==> config.mk <==
export PLATFORM = sky130hd
export DESIGN_NAME = wb_timer_flat
export DESIGN_NICKNAME = d
export VERILOG_FILES = /design/src/rtl/wb_timer_pkg.sv /design/src/rtl/wb_timer_if.sv /design/src/rtl/timer_prescaler.sv /design/src/rtl/wb_timer.sv /design/src/flat_wrapper.sv
export SDC_FILE = /design/constraint.sdc
export NUM_CORES = 1
export LEC_CHECK = 0
export BUFFER_PORTS_ARGS = -buffer_cell sky130_fd_sc_hd__buf_4
export CORE_AREA = 2 2 188 153
export DETAILED_ROUTE_END_ITERATION = 12
export DIE_AREA = 0 0 190 155
export HOLD_SLACK_MARGIN = 0.05
export PLACE_DENSITY = 0.64
export SETUP_SLACK_MARGIN = 0.4
export SLEW_MARGIN = 40
export SYNTH_ARGS = -nofsm -noshare
export SYNTH_HDL_FRONTEND = slang
export SYNTH_SLANG_ARGS = --single-unit
==> constraint.sdc <==
create_clock -name CLK_I -period 4.2 [get_ports CLK_I]
set_input_delay 0.84 -clock CLK_I [delete_from_list [all_inputs] [get_ports CLK_I]]
set_output_delay 0.84 -clock CLK_I [all_outputs]
set_load 0.01 [all_outputs]
==> src/rtl/wb_timer_pkg.sv <==
// Shared constants and types for the wb_timer Wishbone machine timer.
// Register offsets, CTRL bit positions, handshake state type and a byte-lane merge helper.
package wb_timer_pkg;

    localparam logic [4:0] MTIME_LO_OFS    = 5'h00;
    localparam logic [4:0] MTIME_HI_OFS    = 5'h04;
    localparam logic [4:0] MTIMECMP_LO_OFS = 5'h08;
    localparam logic [4:0] MTIMECMP_HI_OFS = 5'h0C;
    localparam logic [4:0] CTRL_OFS        = 5'h10;
    localparam logic [4:0] PRESCALE_OFS    = 5'h14;

    localparam int CTRL_EN_BIT     = 0;
    localparam int CTRL_IRQ_EN_BIT = 1;

    localparam logic [63:0] MTIMECMP_RESET = 64'hFFFF_FFFF_FFFF_FFFF;

    typedef enum logic {
        IDLE,
        RESP
    } wb_state_e;

    // Merge new_val into old_val only on the byte lanes selected by sel.
    function automatic logic [31:0] apply_sel(input logic [31:0] old_val,
                                              input logic [31:0] new_val,
                                              input logic [3:0]  sel);
        logic [31:0] res;
        res = old_val;
        for (int i = 0; i < 4; i++) begin
            if (sel[i]) res[8*i +: 8] = new_val[8*i +: 8];
        end
        return res;
    endfunction

endpackage

==> src/rtl/wb_timer_if.sv <==
// Wishbone classic slave-side bundle for wb_timer; master drives requests, slave terminates.
interface wb_timer_if #(
    parameter int WB_ADDR_WIDTH = 32
);
    logic [WB_ADDR_WIDTH-1:0] WBS_ADR_I;
    logic                     WBS_WE_I;
    logic [31:0]              WBS_DAT_I;
    logic [3:0]               WBS_SEL_I;
    logic                     WBS_CYC_I;
    logic                     WBS_STB_I;
    logic [31:0]              WBS_DAT_O;
    logic                     WBS_ACK_O;
    logic                     WBS_ERR_O;

    modport master (
        output WBS_ADR_I, WBS_WE_I, WBS_DAT_I, WBS_SEL_I, WBS_CYC_I, WBS_STB_I,
        input  WBS_DAT_O, WBS_ACK_O, WBS_ERR_O
    );

    modport slave (
        input  WBS_ADR_I, WBS_WE_I, WBS_DAT_I, WBS_SEL_I, WBS_CYC_I, WBS_STB_I,
        output WBS_DAT_O, WBS_ACK_O, WBS_ERR_O
    );
endinterface

==> src/rtl/timer_prescaler.sv <==
// Prescaler for wb_timer: emits a one-cycle tick every (prescale+1) enabled cycles.
// A clear restarts the count from zero; the count holds while disabled.
module timer_prescaler #(
    parameter int PRESCALE_WIDTH = 16
) (
    input  logic                      i_clk,
    input  logic                      i_rst_n,
    input  logic                      i_en,
    input  logic                      i_clr,
    input  logic [PRESCALE_WIDTH-1:0] i_prescale,
    output logic                      o_tick
);
    logic [PRESCALE_WIDTH-1:0] r_count;
    logic                      w_hit;

    assign w_hit  = (r_count == i_prescale);
    assign o_tick = i_en && w_hit;

    always_ff @(posedge i_clk or negedge i_rst_n) begin
        if (!i_rst_n) begin
            r_count <= '0;
        end else if (i_clr) begin
            r_count <= '0;
        end else if (i_en) begin
            r_count <= w_hit ? '0 : r_count + PRESCALE_WIDTH'(1);
        end
    end
endmodule

==> src/rtl/wb_timer.sv <==
// Wishbone classic slave exposing a 64-bit mtime/mtimecmp machine timer with level IRQ.
// Define TIMER_SNAPSHOT_EN to make MTIME_HI reads return the upper half captured by the last MTIME_LO read.
module wb_timer #(
    parameter int WB_ADDR_WIDTH  = 32,
    parameter int PRESCALE_WIDTH = 16
) (
    input  logic       CLK_I,
    input  logic       RST_I,
    wb_timer_if.slave  wbs,
    output logic       IRQ_O
);
    import wb_timer_pkg::*;

    wb_state_e                 r_state;
    logic                      r_ack;
    logic                      r_err;
    logic [31:0]               r_dat_o;
    logic [63:0]               r_mtime;
    logic [63:0]               r_mtimecmp;
    logic [1:0]                r_ctrl;
    logic [PRESCALE_WIDTH-1:0] r_prescale;
    logic                      r_irq;

    logic [4:0]                w_ofs;
    logic                      w_req;
    logic                      w_valid;
    logic                      w_wr;
    logic                      w_rd;
    logic                      w_tick;
    logic [31:0]               w_rd_data;
    logic [PRESCALE_WIDTH-1:0] w_prescale_next;
    logic                      w_unused_adr;

    assign w_ofs        = wbs.WBS_ADR_I[4:0];
    assign w_unused_adr = ^wbs.WBS_ADR_I[WB_ADDR_WIDTH-1:5];
    assign w_req        = (r_state == IDLE) && wbs.WBS_CYC_I && wbs.WBS_STB_I;
    assign w_valid      = (w_ofs[1:0] == 2'b00) && (w_ofs <= PRESCALE_OFS);
    assign w_wr         = w_req && w_valid && wbs.WBS_WE_I;
    assign w_rd         = w_req && w_valid && !wbs.WBS_WE_I;

    timer_prescaler #(.PRESCALE_WIDTH(PRESCALE_WIDTH)) u_prescaler (
        .i_clk      (CLK_I),
        .i_rst_n    (RST_I),
        .i_en       (r_ctrl[CTRL_EN_BIT]),
        .i_clr      (w_wr && (w_ofs == PRESCALE_OFS)),
        .i_prescale (r_prescale),
        .o_tick     (w_tick)
    );

    // PRESCALE may be narrower than a word, so lanes are merged bit by bit.
    for (genvar gi = 0; gi < PRESCALE_WIDTH; gi++) begin : g_prescale_lane
        assign w_prescale_next[gi] = wbs.WBS_SEL_I[gi/8] ? wbs.WBS_DAT_I[gi] : r_prescale[gi];
    end

`ifdef TIMER_SNAPSHOT_EN
    logic [31:0] r_snap;

    always_ff @(posedge CLK_I or negedge RST_I) begin
        if (!RST_I) begin
            r_snap <= '0;
        end else if (w_rd && (w_ofs == MTIME_LO_OFS)) begin
            r_snap <= r_mtime[63:32];
        end
    end
`endif

    always_comb begin
        w_rd_data = '0;
        case (w_ofs)
            MTIME_LO_OFS:    w_rd_data = r_mtime[31:0];
`ifdef TIMER_SNAPSHOT_EN
            MTIME_HI_OFS:    w_rd_data = r_snap;
`else
            MTIME_HI_OFS:    w_rd_data = r_mtime[63:32];
`endif
            MTIMECMP_LO_OFS: w_rd_data = r_mtimecmp[31:0];
            MTIMECMP_HI_OFS: w_rd_data = r_mtimecmp[63:32];
            CTRL_OFS:        w_rd_data = {30'd0, r_ctrl};
            PRESCALE_OFS:    w_rd_data = 32'(r_prescale);
            default:         w_rd_data = '0;
        endcase
    end

    always_ff @(posedge CLK_I or negedge RST_I) begin
        if (!RST_I) begin
            r_state <= IDLE;
            r_ack   <= 1'b0;
            r_err   <= 1'b0;
            r_dat_o <= '0;
        end else begin
            case (r_state)
                IDLE: begin
                    if (w_req) begin
                        r_state <= RESP;
                        r_ack   <= w_valid;
                        r_err   <= !w_valid;
                        r_dat_o <= w_rd ? w_rd_data : 32'd0;
                    end
                end
                RESP: begin
                    r_state <= IDLE;
                    r_ack   <= 1'b0;
                    r_err   <= 1'b0;
                    r_dat_o <= '0;
                end
                default: r_state <= IDLE;
            endcase
        end
    end

    // A software write to either mtime half takes precedence over the tick for that cycle.
    always_ff @(posedge CLK_I or negedge RST_I) begin
        if (!RST_I) begin
            r_mtime    <= '0;
            r_mtimecmp <= MTIMECMP_RESET;
            r_ctrl     <= '0;
            r_prescale <= '0;
            r_irq      <= 1'b0;
        end else begin
            if (w_wr && (w_ofs == MTIME_LO_OFS)) begin
                r_mtime[31:0] <= apply_sel(r_mtime[31:0], wbs.WBS_DAT_I, wbs.WBS_SEL_I);
            end else if (w_wr && (w_ofs == MTIME_HI_OFS)) begin
                r_mtime[63:32] <= apply_sel(r_mtime[63:32], wbs.WBS_DAT_I, wbs.WBS_SEL_I);
            end else if (w_tick) begin
                r_mtime <= r_mtime + 64'd1;
            end
            if (w_wr && (w_ofs == MTIMECMP_LO_OFS)) begin
                r_mtimecmp[31:0] <= apply_sel(r_mtimecmp[31:0], wbs.WBS_DAT_I, wbs.WBS_SEL_I);
            end
            if (w_wr && (w_ofs == MTIMECMP_HI_OFS)) begin
                r_mtimecmp[63:32] <= apply_sel(r_mtimecmp[63:32], wbs.WBS_DAT_I, wbs.WBS_SEL_I);
            end
            if (w_wr && (w_ofs == CTRL_OFS) && wbs.WBS_SEL_I[0]) begin
                r_ctrl <= wbs.WBS_DAT_I[1:0];
            end
            if (w_wr && (w_ofs == PRESCALE_OFS)) begin
                r_prescale <= w_prescale_next;
            end
            r_irq <= r_ctrl[CTRL_IRQ_EN_BIT] && (r_mtime >= r_mtimecmp);
        end
    end

    assign wbs.WBS_ACK_O = r_ack;
    assign wbs.WBS_ERR_O = r_err;
    assign wbs.WBS_DAT_O = r_dat_o;
    assign IRQ_O         = r_irq;
endmodule

==> src/flat_wrapper.sv <==
// flat-port wrapper written by rule: the top's interface ports become plain ports
module wb_timer_flat import wb_timer_pkg::*;
#(
    parameter int WB_ADDR_WIDTH  = 32,
    parameter int PRESCALE_WIDTH = 16
)
  (CLK_I, RST_I, IRQ_O, wbs_WBS_ADR_I, wbs_WBS_WE_I, wbs_WBS_DAT_I, wbs_WBS_SEL_I, wbs_WBS_CYC_I, wbs_WBS_STB_I, wbs_WBS_DAT_O, wbs_WBS_ACK_O, wbs_WBS_ERR_O);
  wb_timer_if #(.WB_ADDR_WIDTH(WB_ADDR_WIDTH)) wbs_i ();
  input  logic CLK_I;
  input  logic RST_I;
  output logic IRQ_O;
  input wire logic [$bits(wbs_i.WBS_ADR_I)-1:0] wbs_WBS_ADR_I;
  input wire logic [$bits(wbs_i.WBS_WE_I)-1:0] wbs_WBS_WE_I;
  input wire logic [$bits(wbs_i.WBS_DAT_I)-1:0] wbs_WBS_DAT_I;
  input wire logic [$bits(wbs_i.WBS_SEL_I)-1:0] wbs_WBS_SEL_I;
  input wire logic [$bits(wbs_i.WBS_CYC_I)-1:0] wbs_WBS_CYC_I;
  input wire logic [$bits(wbs_i.WBS_STB_I)-1:0] wbs_WBS_STB_I;
  output wire logic [$bits(wbs_i.WBS_DAT_O)-1:0] wbs_WBS_DAT_O;
  output wire logic [$bits(wbs_i.WBS_ACK_O)-1:0] wbs_WBS_ACK_O;
  output wire logic [$bits(wbs_i.WBS_ERR_O)-1:0] wbs_WBS_ERR_O;
  assign wbs_i.WBS_ADR_I = wbs_WBS_ADR_I;
  assign wbs_i.WBS_WE_I = wbs_WBS_WE_I;
  assign wbs_i.WBS_DAT_I = wbs_WBS_DAT_I;
  assign wbs_i.WBS_SEL_I = wbs_WBS_SEL_I;
  assign wbs_i.WBS_CYC_I = wbs_WBS_CYC_I;
  assign wbs_i.WBS_STB_I = wbs_WBS_STB_I;
  assign wbs_WBS_DAT_O = wbs_i.WBS_DAT_O;
  assign wbs_WBS_ACK_O = wbs_i.WBS_ACK_O;
  assign wbs_WBS_ERR_O = wbs_i.WBS_ERR_O;
  wb_timer #(.WB_ADDR_WIDTH(WB_ADDR_WIDTH), .PRESCALE_WIDTH(PRESCALE_WIDTH)) u_core (.CLK_I(CLK_I), .RST_I(RST_I), .wbs(wbs_i), .IRQ_O(IRQ_O));
endmodule
==> flow_summary.json <==
{
  "cts_tree": "done",
  "ys_warn_count": 0,
  "fp.dieH_um": 155,
  "drc": 0,
  "antenna_found_initial": 0,
  "yosysTopAreaCellShare_pct": 27.3,
  "p_leak_nw": 5.82,
  "required_ps": 4510,
  "hold_viol_final": 0,
  "met2WireLength_mm": 16.7,
  "yosysMostFrequentCell": "dfrtp_1",
  "drt_pass1_iterations": 5,
  "worst_slack_ps": 1140,
  "rsz0062_at_grt": "false",
  "grt_pass1_vias": 10245,
  "drv_cap": 0,
  "final_cells": 1745,
  "start_util_pct": 44.2,
  "drive_gt1_share_pct": 23.1,
  "postSynth.asyncResetShare_pct": 100,
  "ys_types": 76,
  "max_slew.worst_pin.slew_ps": 856,
  "design_power_total_mw": 4.87,
  "yosys_most_used_dff": "dfrtp_1",
  "placedCellCount": 1713,
  "gp_congestion": 0.898,
  "skew_ps": 14.8,
  "wl_met3_mm": 2.74,
  "die_x_um": 190,
  "clockBufferDepth": 2,
  "syn-cell-area_um2": 12300,
  "min_path_type": "in -> async",
  "final_max_slew_viol_count": 0,
  "ant_nets": 0,
  "avgSynthCellArea_um2": 9.47,
  "tns_ps": 0,
  "status": "completed",
  "die-area_um2": 29500,
  "worstPathArrival_ps": 3370,
  "hold_buffers": 0,
  "ys_top_cells_by_area": "dfrtp_1, dfstp_2, mux2_2, ha_1, nand2_1",
  "ir_drop_uv": 307,
  "critPathLaunchType": "flip-flop",
  "vias": 10940,
  "cts_sinks": 198,
  "final_nets": 1501,
  "htree_levels": 4,
  "drt-total-wl_mm": 38.7,
  "synth_seq_area_share_pct": 41.0,
  "io_buffer_count": 80,
  "place_area_um2": 13400,
  "post_cts_buffers": 0,
  "grtUsageTotal_pct": 26.5,
  "worstPathMaxFanout": 17,
  "whs_ps": 350,
  "synth_edf_count": 0,
  "diodes": 0,
  "power.density_nw_per_um2": 348,
  "fmax_mhz": 327,
  "drtIter0Drc": 1231,
  "numCtsBuffers": 17,
  "ys_seq_elements": 198,
  "cts.repair.resized": 0,
  "fin_crit_ps": 3060,
  "dp_hpwl_mm": 28.1,
  "final_area_um2": 14000,
  "insertion_delay_ps": 460,
  "worstSetupEndpointType": "flip-flop",
  "netlist.top_cell.by_area": "dfrtp_1",
  "synthTopCellsByCount": "dfrtp_1, nand2_1, mux2_2",
  "placementRows": 55,
  "grt_max_degree": 104,
  "ios": 108,
  "setup_violations": 0,
  "syn-instance-count": 1295,
  "syn_nets": 1434,
  "coreArea_um2": 27700,
  "area.growth.synth_to_final_pct": 14.0,
  "routed.top_layer": "met4",
  "grt_pass1_wl_mm": 60.5,
  "fin_util_pct": 50.4,
  "crit_type": "reg -> reg",
  "wl_met1_mm": 18.7,
  "post-route-period-util_pct": 72.8,
  "via_per_inst": 6.27,
  "overflow": 0,
  "slew_headroom_pct": 42.9,
  "routedWlPerCell_um": 22.2,
  "cts_root_buffer": "clkbuf_16",
  "dpl_worst_slack_ps": 746,
  "clkSlewWorstSetupHoldPaths_ps": 80
}
==> cells by family (layout without fill, tap and decap cells) <==
family / count (synthesis) / count (layout) / synth area share [%]
AO/OA/AOI/OAI: 377 / 377 / 21.6
XOR/XNOR: 25 / 25 / 1.78
adder cells (fa/ha/maj): 66 / 66 / 6.73
buffers and inverters: 147 / 227 / 4.58
flip-flops: 198 / 198 / 41.0
multiplexers: 87 / 87 / 7.96
AND/OR/NAND/NOR: 395 / 395 / 16.3
==> placed cells by master, fill, tap and decap left out, types with 21 or more instances in the layout <==
| cell | n |
|---|---|
| dfrtp_1 | 134 |
| nand2_1 | 131 |
| buf_4 | 112 |
| mux2_2 | 84 |
| inv_1 | 80 |
| nor2_1 | 79 |
| a21oi_1 | 72 |
| ha_1 | 66 |
| dfstp_2 | 64 |
| o21ai_0 | 58 |
| a221oi_1 | 39 |
| nand3_1 | 37 |
| nand4_1 | 29 |
| a22oi_1 | 29 |
| nor4_1 | 24 |
| a22o_1 | 21 |
==> sequential cells by signal (all words and copies together) (netlist names) <==
signal	cells
u_core.r_ctrl	2
u_core.IRQ_O	1
u_core.r_state	1
u_core.wbs.WBS_ACK_O	1
u_core.r_prescale	16
u_core.wbs.WBS_ERR_O	1
u_core.u_prescaler.r_count	16
u_core.wbs.WBS_DAT_O	32
u_core.r_mtimecmp	64
u_core.r_mtime	64
==> power breakdown <==
part	switching, mW	internal [mW]	total [mW]
registers	0.133	1.99	2.12
logic	0.720	0.328	1.05
clock network	0.848	0.851	1.70
==> cell type report <==
cell class                      count  area (um^2)
Clock inverter                     14          153
Fill cell                        2570        13800
Multi-Input combinational cell    950         6730
Clock buffer                       18          429
Timing Repair Buffer              113          866
Sequential cell                   198         5030
Tap cell                          370          463
Inverter                           82          308
==> worst max-delay path: stages, from the launching register on <==
cell	delay, ps
dfrtp_1	460
xor2_1	210
nor4_1	580
and4_1	860
a21oi_1	410
o21ai_0	250
o21ai_0	120
==> layer usage <==
| metal | vias to the layer above | track usage [%] |
|---|---|---|
| met5 | - | 0 |
| met4 | 0 | 6.13 |
| met3 | 46 | 3.65 |
| met2 | 444 | 38.8 |
| met1 | 5403 | 41.1 |
| li1 | 5047 | - |
==> worst paths after layout <==
kind,startpoint,endpoint,slack (ps),cells past startpoint
worst max-delay path,u_core.u_prescaler.r_count[3],u_core.r_mtime[36],1140,6
worst min-delay path,RST_I,u_core.r_prescale[3],350,1
worst max register to register,u_core.u_prescaler.r_count[3],u_core.r_mtime[36],1140,6
worst min register to register,u_core.wbs.WBS_ACK_O,u_core.wbs.WBS_ACK_O,480,2
max in group asynchronous,RST_I,u_core.r_mtimecmp[16],2930,2
min in group CLK_I,u_core.wbs.WBS_ACK_O,u_core.wbs.WBS_ACK_O,480,2
(Power assumes the default switching activity.)
